$ cat src/rtl/riscv_pkg.sv
// Shared RISC-V front-end definitions: fetch FSM encoding, reset vector,
// sequential PC step and the redirect-target result type.
package riscv_pkg;

  localparam logic [2:0] ST_IDLE  = 3'd0;
  localparam logic [2:0] ST_REQ   = 3'd1;
  localparam logic [2:0] ST_WAIT  = 3'd2;
  localparam logic [2:0] ST_DRAIN = 3'd3;
  localparam logic [2:0] ST_ISSUE = 3'd4;
  localparam logic [2:0] ST_HALT  = 3'd5;

  localparam logic [31:0] RESET_VECTOR_DEFAULT = 32'h0000_0000;
  localparam logic [31:0] PC_INCR              = 32'd4;

  typedef struct packed {
    logic [31:0] target;
    logic        misaligned;
  } target_t;

  function automatic logic [31:0] next_seq_pc(input logic [31:0] pc);
    return pc + PC_INCR;
  endfunction

  function automatic logic is_misaligned(input logic [31:0] addr);
    return addr[1:0] != 2'b00;
  endfunction

endpackage

$ cat src/rtl/branch_target_calc.sv
// Combinational redirect-target generator for JAL/branch (PC-relative)
// and JALR (register-relative, bit 0 cleared); all sums wrap modulo 2^32.
module branch_target_calc
  import riscv_pkg::*;
(
  input  logic        pc_rel,
  input  logic [31:0] base_pc,
  input  logic [31:0] imm,
  input  logic [31:0] rs1,
  output target_t     result
);

  logic [31:0] sum;

  always_comb begin
    if (pc_rel) begin
      sum = base_pc + imm;
    end else begin
      sum = (rs1 + imm) & ~32'h0000_0001;
    end
    result.target     = sum;
    result.misaligned = is_misaligned(sum);
  end

endmodule

$ cat src/rtl/instr_fetch_unit.sv
// Single-outstanding instruction fetch unit with redirect handling and a
// sticky misaligned-target halt.
//
// state    | meaning
// ---------+-----------------------------------------------------------
// IDLE     | one cycle after reset release; memory responses ignored
// REQ      | issue read request at pc
// WAIT     | waiting for the read response
// DRAIN    | redirected while a request was in flight; discard response
// ISSUE    | instruction presented to decode
// HALT     | misaligned target seen; frozen until reset
module instr_fetch_unit
  import riscv_pkg::*;
#(
  parameter logic [31:0] RESET_VECTOR = RESET_VECTOR_DEFAULT
) (
  input  logic        clk,
  input  logic        rst_n,
  output logic        imem_req,
  output logic [31:0] imem_addr,
  input  logic        imem_rvalid,
  input  logic [31:0] imem_rdata,
  output logic        instr_valid,
  output logic [31:0] instruction,
  output logic [31:0] instr_pc,
  input  logic        instr_ready,
  input  logic        redirect_valid,
  input  logic        redirect_pc_rel,
  input  logic [31:0] redirect_imm,
  input  logic [31:0] redirect_rs1,
  output logic        misalign_err,
  output logic [31:0] instr_count
);

  logic [2:0]  state, state_nxt;
  logic [31:0] pc, pc_nxt;
  logic        load_instr;
  logic        set_err;
  logic        accept;
  logic        redir_take;
  logic        redir_ok;
  logic        redir_bad;
  target_t     tgt;

  branch_target_calc u_target (
    .pc_rel  (redirect_pc_rel),
    .base_pc (instr_pc),
    .imm     (redirect_imm),
    .rs1     (redirect_rs1),
    .result  (tgt)
  );

  assign redir_take = redirect_valid && (state != ST_HALT);
  assign redir_ok   = redir_take && !tgt.misaligned;
  assign redir_bad  = redir_take && tgt.misaligned;

  assign imem_req    = (state == ST_REQ);
  assign imem_addr   = imem_req ? pc : 32'h0000_0000;
  assign instr_valid = (state == ST_ISSUE);

  always_comb begin
    state_nxt  = state;
    pc_nxt     = pc;
    load_instr = 1'b0;
    set_err    = 1'b0;
    accept     = 1'b0;
    if (redir_bad) begin
      // pc is deliberately left pointing at the last good address
      state_nxt = ST_HALT;
      set_err   = 1'b1;
    end else begin
      case (state)
        ST_IDLE: begin
          state_nxt = ST_REQ;
          if (redir_ok) pc_nxt = tgt.target;
        end
        ST_REQ: begin
          // a redirect here still owes us the response to this cycle's request
          if (redir_ok) begin
            pc_nxt    = tgt.target;
            state_nxt = ST_DRAIN;
          end else begin
            state_nxt = ST_WAIT;
          end
        end
        ST_WAIT: begin
          if (redir_ok) begin
            pc_nxt    = tgt.target;
            state_nxt = imem_rvalid ? ST_REQ : ST_DRAIN;
          end else if (imem_rvalid) begin
            load_instr = 1'b1;
            state_nxt  = ST_ISSUE;
          end
        end
        ST_DRAIN: begin
          if (redir_ok) pc_nxt = tgt.target;
          if (imem_rvalid) state_nxt = ST_REQ;
        end
        ST_ISSUE: begin
          if (redir_ok) begin
            pc_nxt    = tgt.target;
            state_nxt = ST_REQ;
          end else if (instr_ready) begin
            pc_nxt    = next_seq_pc(pc);
            accept    = 1'b1;
            state_nxt = ST_REQ;
          end
        end
        ST_HALT: state_nxt = ST_HALT;
        default: state_nxt = ST_IDLE;
      endcase
    end
  end

  always_ff @(posedge clk or negedge rst_n) begin
    if (!rst_n) begin
      state        <= ST_IDLE;
      pc           <= RESET_VECTOR;
      instruction  <= 32'h0000_0000;
      instr_pc     <= 32'h0000_0000;
      misalign_err <= 1'b0;
      instr_count  <= 32'h0000_0000;
    end else begin
      state <= state_nxt;
      pc    <= pc_nxt;
      if (load_instr) begin
        instruction <= imem_rdata;
        instr_pc    <= pc;
      end
      if (set_err) misalign_err <= 1'b1;
      if (accept) instr_count <= instr_count + 32'd1;
    end
  end

endmodule

$ cat config.mk
export PLATFORM = sky130hd
export DESIGN_NAME = instr_fetch_unit
export DESIGN_NICKNAME = d
export VERILOG_FILES = /design/src/rtl/riscv_pkg.sv /design/src/rtl/branch_target_calc.sv /design/src/rtl/instr_fetch_unit.sv
export SDC_FILE = /design/constraint.sdc
export NUM_CORES = 1
export LEC_CHECK = 0
export ABC_AREA = 1
export BUFFER_PORTS_ARGS = -buffer_cell sky130_fd_sc_hd__buf_2
export CELL_PAD_IN_SITES_DETAIL_PLACEMENT = 2
export CELL_PAD_IN_SITES_GLOBAL_PLACEMENT = 2
export CORE_AREA = 2 2 210 212
export CTS_CLUSTER_DIAMETER = 120
export DETAILED_ROUTE_END_ITERATION = 8
export DIE_AREA = 0 0 212 214
export PLACE_DENSITY = 0.84
export REMOVE_ABC_BUFFERS = 1
export SYNTH_ARGS = -nofsm -noshare
export SYNTH_HDL_FRONTEND = slang
export SYNTH_SLANG_ARGS = --single-unit
$ cat constraint.sdc
create_clock -name clk -period 2.05 [get_ports clk]
set_input_delay 0.1025 -clock clk [delete_from_list [all_inputs] [get_ports clk]]
set_output_delay 0.1025 -clock clk [all_outputs]
set_load 0.02 [all_outputs]
==> impl_metrics.toml, run 1 <==
[sta]
finalHoldWorstSlack_ps = 93.67
setup_viol = 87
timing.final.crit_share_pct = 132.2
slew_headroom_pct = 63.06
skew_ps = 21.63
max_freq_ghz = 0.3690
hold_violations = 0
rsz0062_at_grt = "yes"
tightest_slew_ps = 551.1
slew_viol_final = 0
finalCriticalPeriod_ps = 2710
finalWorstSetupSlack_ps = -660.0

[job]
drv_cap = 0

[global_routing]
antenna_found_initial = 1
grt_first_pass_wirelength_um = 92660
grtUsageTotal_pct = 26.55
grt_pass1_vias = 16090
grt.overflow.total = 0
grt_max_degree = 79

[die]
die-area_mm2 = 0.04537
fp.dieH_um = 214
core_region_area_mm2 = 0.04289
num_rows = 76
io_pins = 233
initial_core_util_pct = 26.90
die_w_um = 212

[yosys]
synth.avg_cell_area_um2 = 6.270
seq_area_frac_synth_pct = 28.63
ys_seq_elements = 132
syn_area_mm2 = 0.01154
synth_warnings = 0
synth_cells = 1840
yosys.cell_types.count = 41

[clocking]
clk_latency_ps = 460
cts_root_buffer = "clkbuf_16"
cts_tree = "built"
clock-sinks = 132
htreeDepth = 4
clock_path_buffers = 2
clkTransAtPathRegs_ps = 70
numCtsBuffers = 17

[routing]
dr.pass1.iters = 5
drt-total-wl_um = 67730
drc = 0
vias = 14780
via_per_inst = 5.169
drtIter0Drc = 774
ant_nets = 0
wl_per_cell_um = 23.68

[final_layout]
area_delta_synth_final_pct = 43.10
final-seq-area_mm2 = 0.003304
antennaDiodeCount = 0
nFillCells = 5155
final_cell_mix = "nand2_1 (631), inv_1 (308), buf_2 (229), nor2_1 (144), buf_4 (143)"
layout_commonest_cell = "nand2_1"
design_area_mm2 = 0.01651
multiInputGateArea_mm2 = 0.007587
final_nets = 2429
drive_gt1_share_pct = 26.68
finalNonFillerCells = 2860

[hold_path]
hp-class = "input port to flop"
hold_start = "imem_rvalid"
holdPathEnd = "state[1]"
whs_path_depth = 4

[critical_path]
reg2reg_from = "pc[2]"
end_kind = "flop"
start_kind = "flop"
rr_worst_depth = 15
worstPathCellList = "ha_1 -> nand2_1 -> inv_1 -> nand3_1 -> nor2_1 -> nand3_1 -> nor2_1 -> buf_4 -> nand3_1 -> nand2_1 -> nand3_1 -> nand2_1 -> inv_1 -> nand2_1 -> nand2_1"
crit_arrival_ps = 3020
timing.rr.end = "pc[26]"
critPathKind = "flop to flop"
ff2ff_setup_slack_ps = -660
crit_top_cell = "nand2_1"
cp_max_fo = 6
worstPathRequired_ps = 2360
crit_path_top_delay_cell = "dfrtp_1"
crit_family = "simple AND/OR/NAND/NOR gates"
cpPeakStageDelay_ps = 470
timing.critical_path.buf_inv = 3

[placed_design]
io_buffers = 232
dp.cells = 2756
pre_cts_ws_ps = -556.6
hpwl_um = 44380
placed_area_mm2 = 0.01438
place.gp.congestion = 0.8694

[power_and_ir_drop]
power_mw = 21.88
p_leak_nw = 9.300
power_density_mw_per_mm2 = 1325
ir_drop_mv = 0.6518

[outcome]
status = "finished with violations"
violations = "negative setup slack"
[layer usage]
layer | vias to the layer above | share of wire [%] | global-route usage (%)
met5 | - | 0.019 | 0
met2 | 506 | 51 | 48.34
met3 | 173 | 4.4 | 4.354
li1 | 6612 | - | -
met4 | 2 | 4.6 | 11.41
met1 | 7489 | 40 | 30.32
[synthesized netlist by cell type (all sizes together)]
cell type  number  area, um2
fa              2      40.04
a21o            1      7.510
nor2          159      630.6
a21oi          72      360.4
nand3         149      758.2
nand4          25      156.4
and3            1      6.260
ha             63      788.3
nor3b           1      7.510
dfrtp         132       3303
xnor2          17      148.9
mux2           32      360.4
o211ai          4      30.03
o22ai           4      25.02
buf            13      67.57
clkinv          1      3.750
clkbuf         19      71.32
nand3b         12      90.09
a31oi           1      6.260
and2            2      12.51
nor3           36      240.2
nand2         656       2480
o31ai           1      7.510
xor2           26      227.7
o21bai          3      22.52
o21ai          72      360.4
nor4           11      75.07
or2            10      62.56
inv           314       1179
o2111ai         1      8.760
[per-stage QoR]
step / utilization (%) / setup TNS [ps]
finish: 38.50 / -16000
global route: 38.50 / -22570
CTS: 36.72 / -7910
detailed placement: 33.52 / -14000
global placement: 33.52 / -8294
floorplan: - / -110430
[cell type report]
type | instances | share of cell area [%]
multi-input cells | 1361 | 45.96
flip-flops and latches | 132 | 20.02
repair buffers | 435 | 18.61
inverters | 315 | 7.207
well taps | 585 | 4.433
clock buffers | 19 | 2.743
clock inverters | 13 | 1.031
[cells by family after synthesis]
group                    synth area share, %
buffers and inverters                  11.45
multiplexers                           3.123
flip-flops                             28.63
XOR/XNOR                               3.264
AO/OA/AOI/OAI                          7.179
AND/OR/NAND/NOR                        39.17
adder cells (fa/ha/maj)                7.179
[state kept, by name, indices dropped and copies added (netlist names)]
| name | count |
|---|---|
| instr_count | 32 |
| instr_pc | 32 |
| instruction | 32 |
| misalign_err | 1 |
| pc | 32 |
| state | 3 |
[power breakdown]
group / total, mW / leakage [nW] / switching, mW / internal [mW]
clock: 3.42 / 0.297 / 1.42 / 2.00
sequential: 4.61 / 1.71 / 1.09 / 3.53
combinational: 13.8 / 7.29 / 8.86 / 4.99
[worst max path at each step]
| stage | slack, ps | startpoint | to | cells after the start |
|---|---|---|---|---|
| floorplan | -1310 | state[2] | instruction[0] | 3 |
| global placement | -330 | instr_pc[0] | pc[5] | 14 |
| detailed placement | -560 | instr_pc[0] | pc[11] | 14 |
| CTS | -320 | instr_pc[0] | pc[17] | 14 |
| global route | -730 | pc[2] | pc[26] | 15 |
| finish | -660 | pc[2] | pc[26] | 15 |
[worst min-delay path: stages]
cell and delay (ps):
buf_2 170, nor3b_4 70, o21ai_2 100, nand2_1 40
[repair_timing]
action                                  CTS  global route
endpoints found under the hold margin   100             0
pin swaps                                17            28
gates cloned                              4             4
endpoints found under the setup margin   65           125
hold buffers                             33             0
buffers inserted                         15            20
gates resized for setup                  86           111
Note: power is estimated with default switching activity, not from simulation.
==> run 2, diff against run 1 <==
SETUP_SLACK_MARGIN = 0.1   (was unset)
==> run 2 against run 1 <==
Against the previous run: the flow still finishes with violations (negative setup slack); utilization is 0.33 points higher; routed wire length increased by 1.2%; global-route usage grew 0.67 points; non-clock buffer count is 1 lower; total power about the same; flip-flop and latch count is the same; worst setup slack improved by 150 ps; register-to-register slack better by 150 ps; cell area up 0.85%; clock power up 1%; hold slack worse by 28 ps; via count rose by 0.44%.
==> impl_metrics.toml, run 2 (synthesis results as in run 1) <==
[power_and_ir_drop]
p_leak_nw = 9.323
power_density_mw_per_mm2 = 1313
ir_drop_mv = 0.6696
power_mw = 21.87

[critical_path]
crit_family = "simple AND/OR/NAND/NOR gates"
reg2reg_from = "instr_pc[17]"
start_kind = "flop"
worstPathRequired_ps = 2390
cpPeakStageDelay_ps = 420
critPathKind = "flop to flop"
timing.rr.end = "pc[27]"
rr_worst_depth = 12
timing.critical_path.buf_inv = 0
cp_max_fo = 5
crit_arrival_ps = 2910
ff2ff_setup_slack_ps = -510
crit_top_cell = "nand2_1"
crit_path_top_delay_cell = "ha_1"
worstPathCellList = "ha_1 -> nand2_1 -> nor2_1 -> nand2_1 -> nor3_1 -> nand2_1 -> nand2_1 -> nand2_1 -> nand3_1 -> nand3_1 -> nand2_1 -> nand2_2"
end_kind = "flop"

[die]
num_rows = 76
die_w_um = 212
io_pins = 233
initial_core_util_pct = 26.90
fp.dieH_um = 214
core_region_area_mm2 = 0.04289
die-area_mm2 = 0.04537

[sta]
timing.final.crit_share_pct = 125.0
rsz0062_at_grt = "yes"
skew_ps = 24.06
finalWorstSetupSlack_ps = -513.1
hold_violations = 0
slew_viol_final = 0
finalHoldWorstSlack_ps = 66.05
max_freq_ghz = 0.3902
slew_headroom_pct = 62.39
finalCriticalPeriod_ps = 2563
setup_viol = 33
tightest_slew_ps = 564.2

[routing]
met1Wirelength_um = 26700
ant_nets = 0
wl_per_cell_um = 23.97
vias = 14850
drc = 0
top_layer = "met4"
drtIter0Drc = 954
via_per_inst = 5.193
route.met3.wl_um = 3326
drt-total-wl_um = 68520
dr.pass1.iters = 5
dr_wl_met2_um = 35050

[final_layout]
antennaDiodeCount = 0
design_area_mm2 = 0.01665
finalNonFillerCells = 2859
area_delta_synth_final_pct = 44.31
final_cell_mix = "nand2_1 (623), inv_1 (305), buf_2 (222), buf_4 (149), nor2_1 (140)"
final_nets = 2428
drive_gt1_share_pct = 28.14
layout_commonest_cell = "nand2_1"

[clocking]
numCtsBuffers = 17
cts_root_buffer = "clkbuf_16"
htreeDepth = 4
clk_latency_ps = 470
clkTransAtPathRegs_ps = 70
clock_path_buffers = 2
cts_tree = "built"
clock-sinks = 132

[global_routing]
antenna_found_initial = 0
grtUsageTotal_pct = 27.23
grt_pass1_vias = 16210
grt.overflow.total = 0
grt_max_degree = 79
grt_first_pass_wirelength_um = 95030

[placed_design]
place.gp.congestion = 0.8694
hpwl_um = 44380
io_buffers = 232
dp.cells = 2756
pre_cts_ws_ps = -556.6
placed_area_mm2 = 0.01438

[hold_path]
hold_start = "imem_rvalid"
holdPathEnd = "state[1]"
whs_path_depth = 4
hp-class = "input port to flop"

[outcome]
status = "finished with violations"
violations = "negative setup slack"

[job]
drv_cap = 0
[run 2: cell types whose count changed in the layout (fill, tap and decap cells not counted), moves of 4 or more]
cell | before | now
buf_2 | 229 | 222
o21ai_2 | 9 | 17
buf_4 | 143 | 149
nand2_1 | 631 | 623
o21ai_1 | 14 | 10
nand2_2 | 19 | 24
nor2_1 | 144 | 140
o21ai_0 | 47 | 42
nand3_1 | 136 | 124
nand3_2 | 9 | 18
[run 2: final cells by class]
cell class / count / area (um2)
well taps: 585 / 732.0
fillers: 5155 / 26240
clock buffers: 19 / 452.9
repair buffers: 434 / 3043
multi-input cells: 1361 / 7751
clock inverters: 13 / 170.2
inverters: 315 / 1192
flip-flops and latches: 132 / 3308
[run 2: what timing repair did]
action,in CTS,in global routing
pin swaps,33,50
cloned,3,1
hold endpoints to repair,100,0
resized for setup,94,156
hold buffers,33,0
setup endpoints to repair,74,95
buffers inserted,18,19
[run 2: report_power, final]
group	total [mW]	internal (mW)	switching, mW	leakage (nW)
Clock	3.47	2.00	1.47	0.297
Combinational	13.8	4.89	8.89	7.32
Sequential	4.63	3.53	1.10	1.71
Total	21.9	10.4	11.5	9.32
[run 2: metrics by stage]
stage / setup TNS [ps] / utilization (%)
3_3_place_gp: -8294 / 33.52
5_1_grt: -14690 / 38.82
6_report: -12550 / 38.82
2_1_floorplan: -110430 / -
3_5_place_dp: -14000 / 33.52
4_1_cts: -9131 / 36.89
[run 2: worst max path at each step]
stage | from | to | slack (ps) | cells past startpoint
floorplan | state[2] | instruction[0] | -1310 | 3
global placement | instr_pc[0] | pc[5] | -330 | 14
detailed placement | instr_pc[0] | pc[11] | -560 | 14
CTS | instr_pc[0] | pc[19] | -350 | 16
global route | instr_pc[17] | pc[27] | -670 | 12
finish | instr_pc[17] | pc[27] | -510 | 12
[run 2: worst reg2reg max path: cells and delay by family (launching register included)]
family,cells,cell delay (ps)
AND/OR/NAND/NOR,11,1630
adder cells (fa/ha/maj),1,420
flip-flops,1,400
[run 2: per-layer routing]
layer	vias up	global-route usage, %
met5	-	0
met4	0	11.13
met3	229	4.046
met2	556	50.14
met1	7446	31.09
li1	6616	-
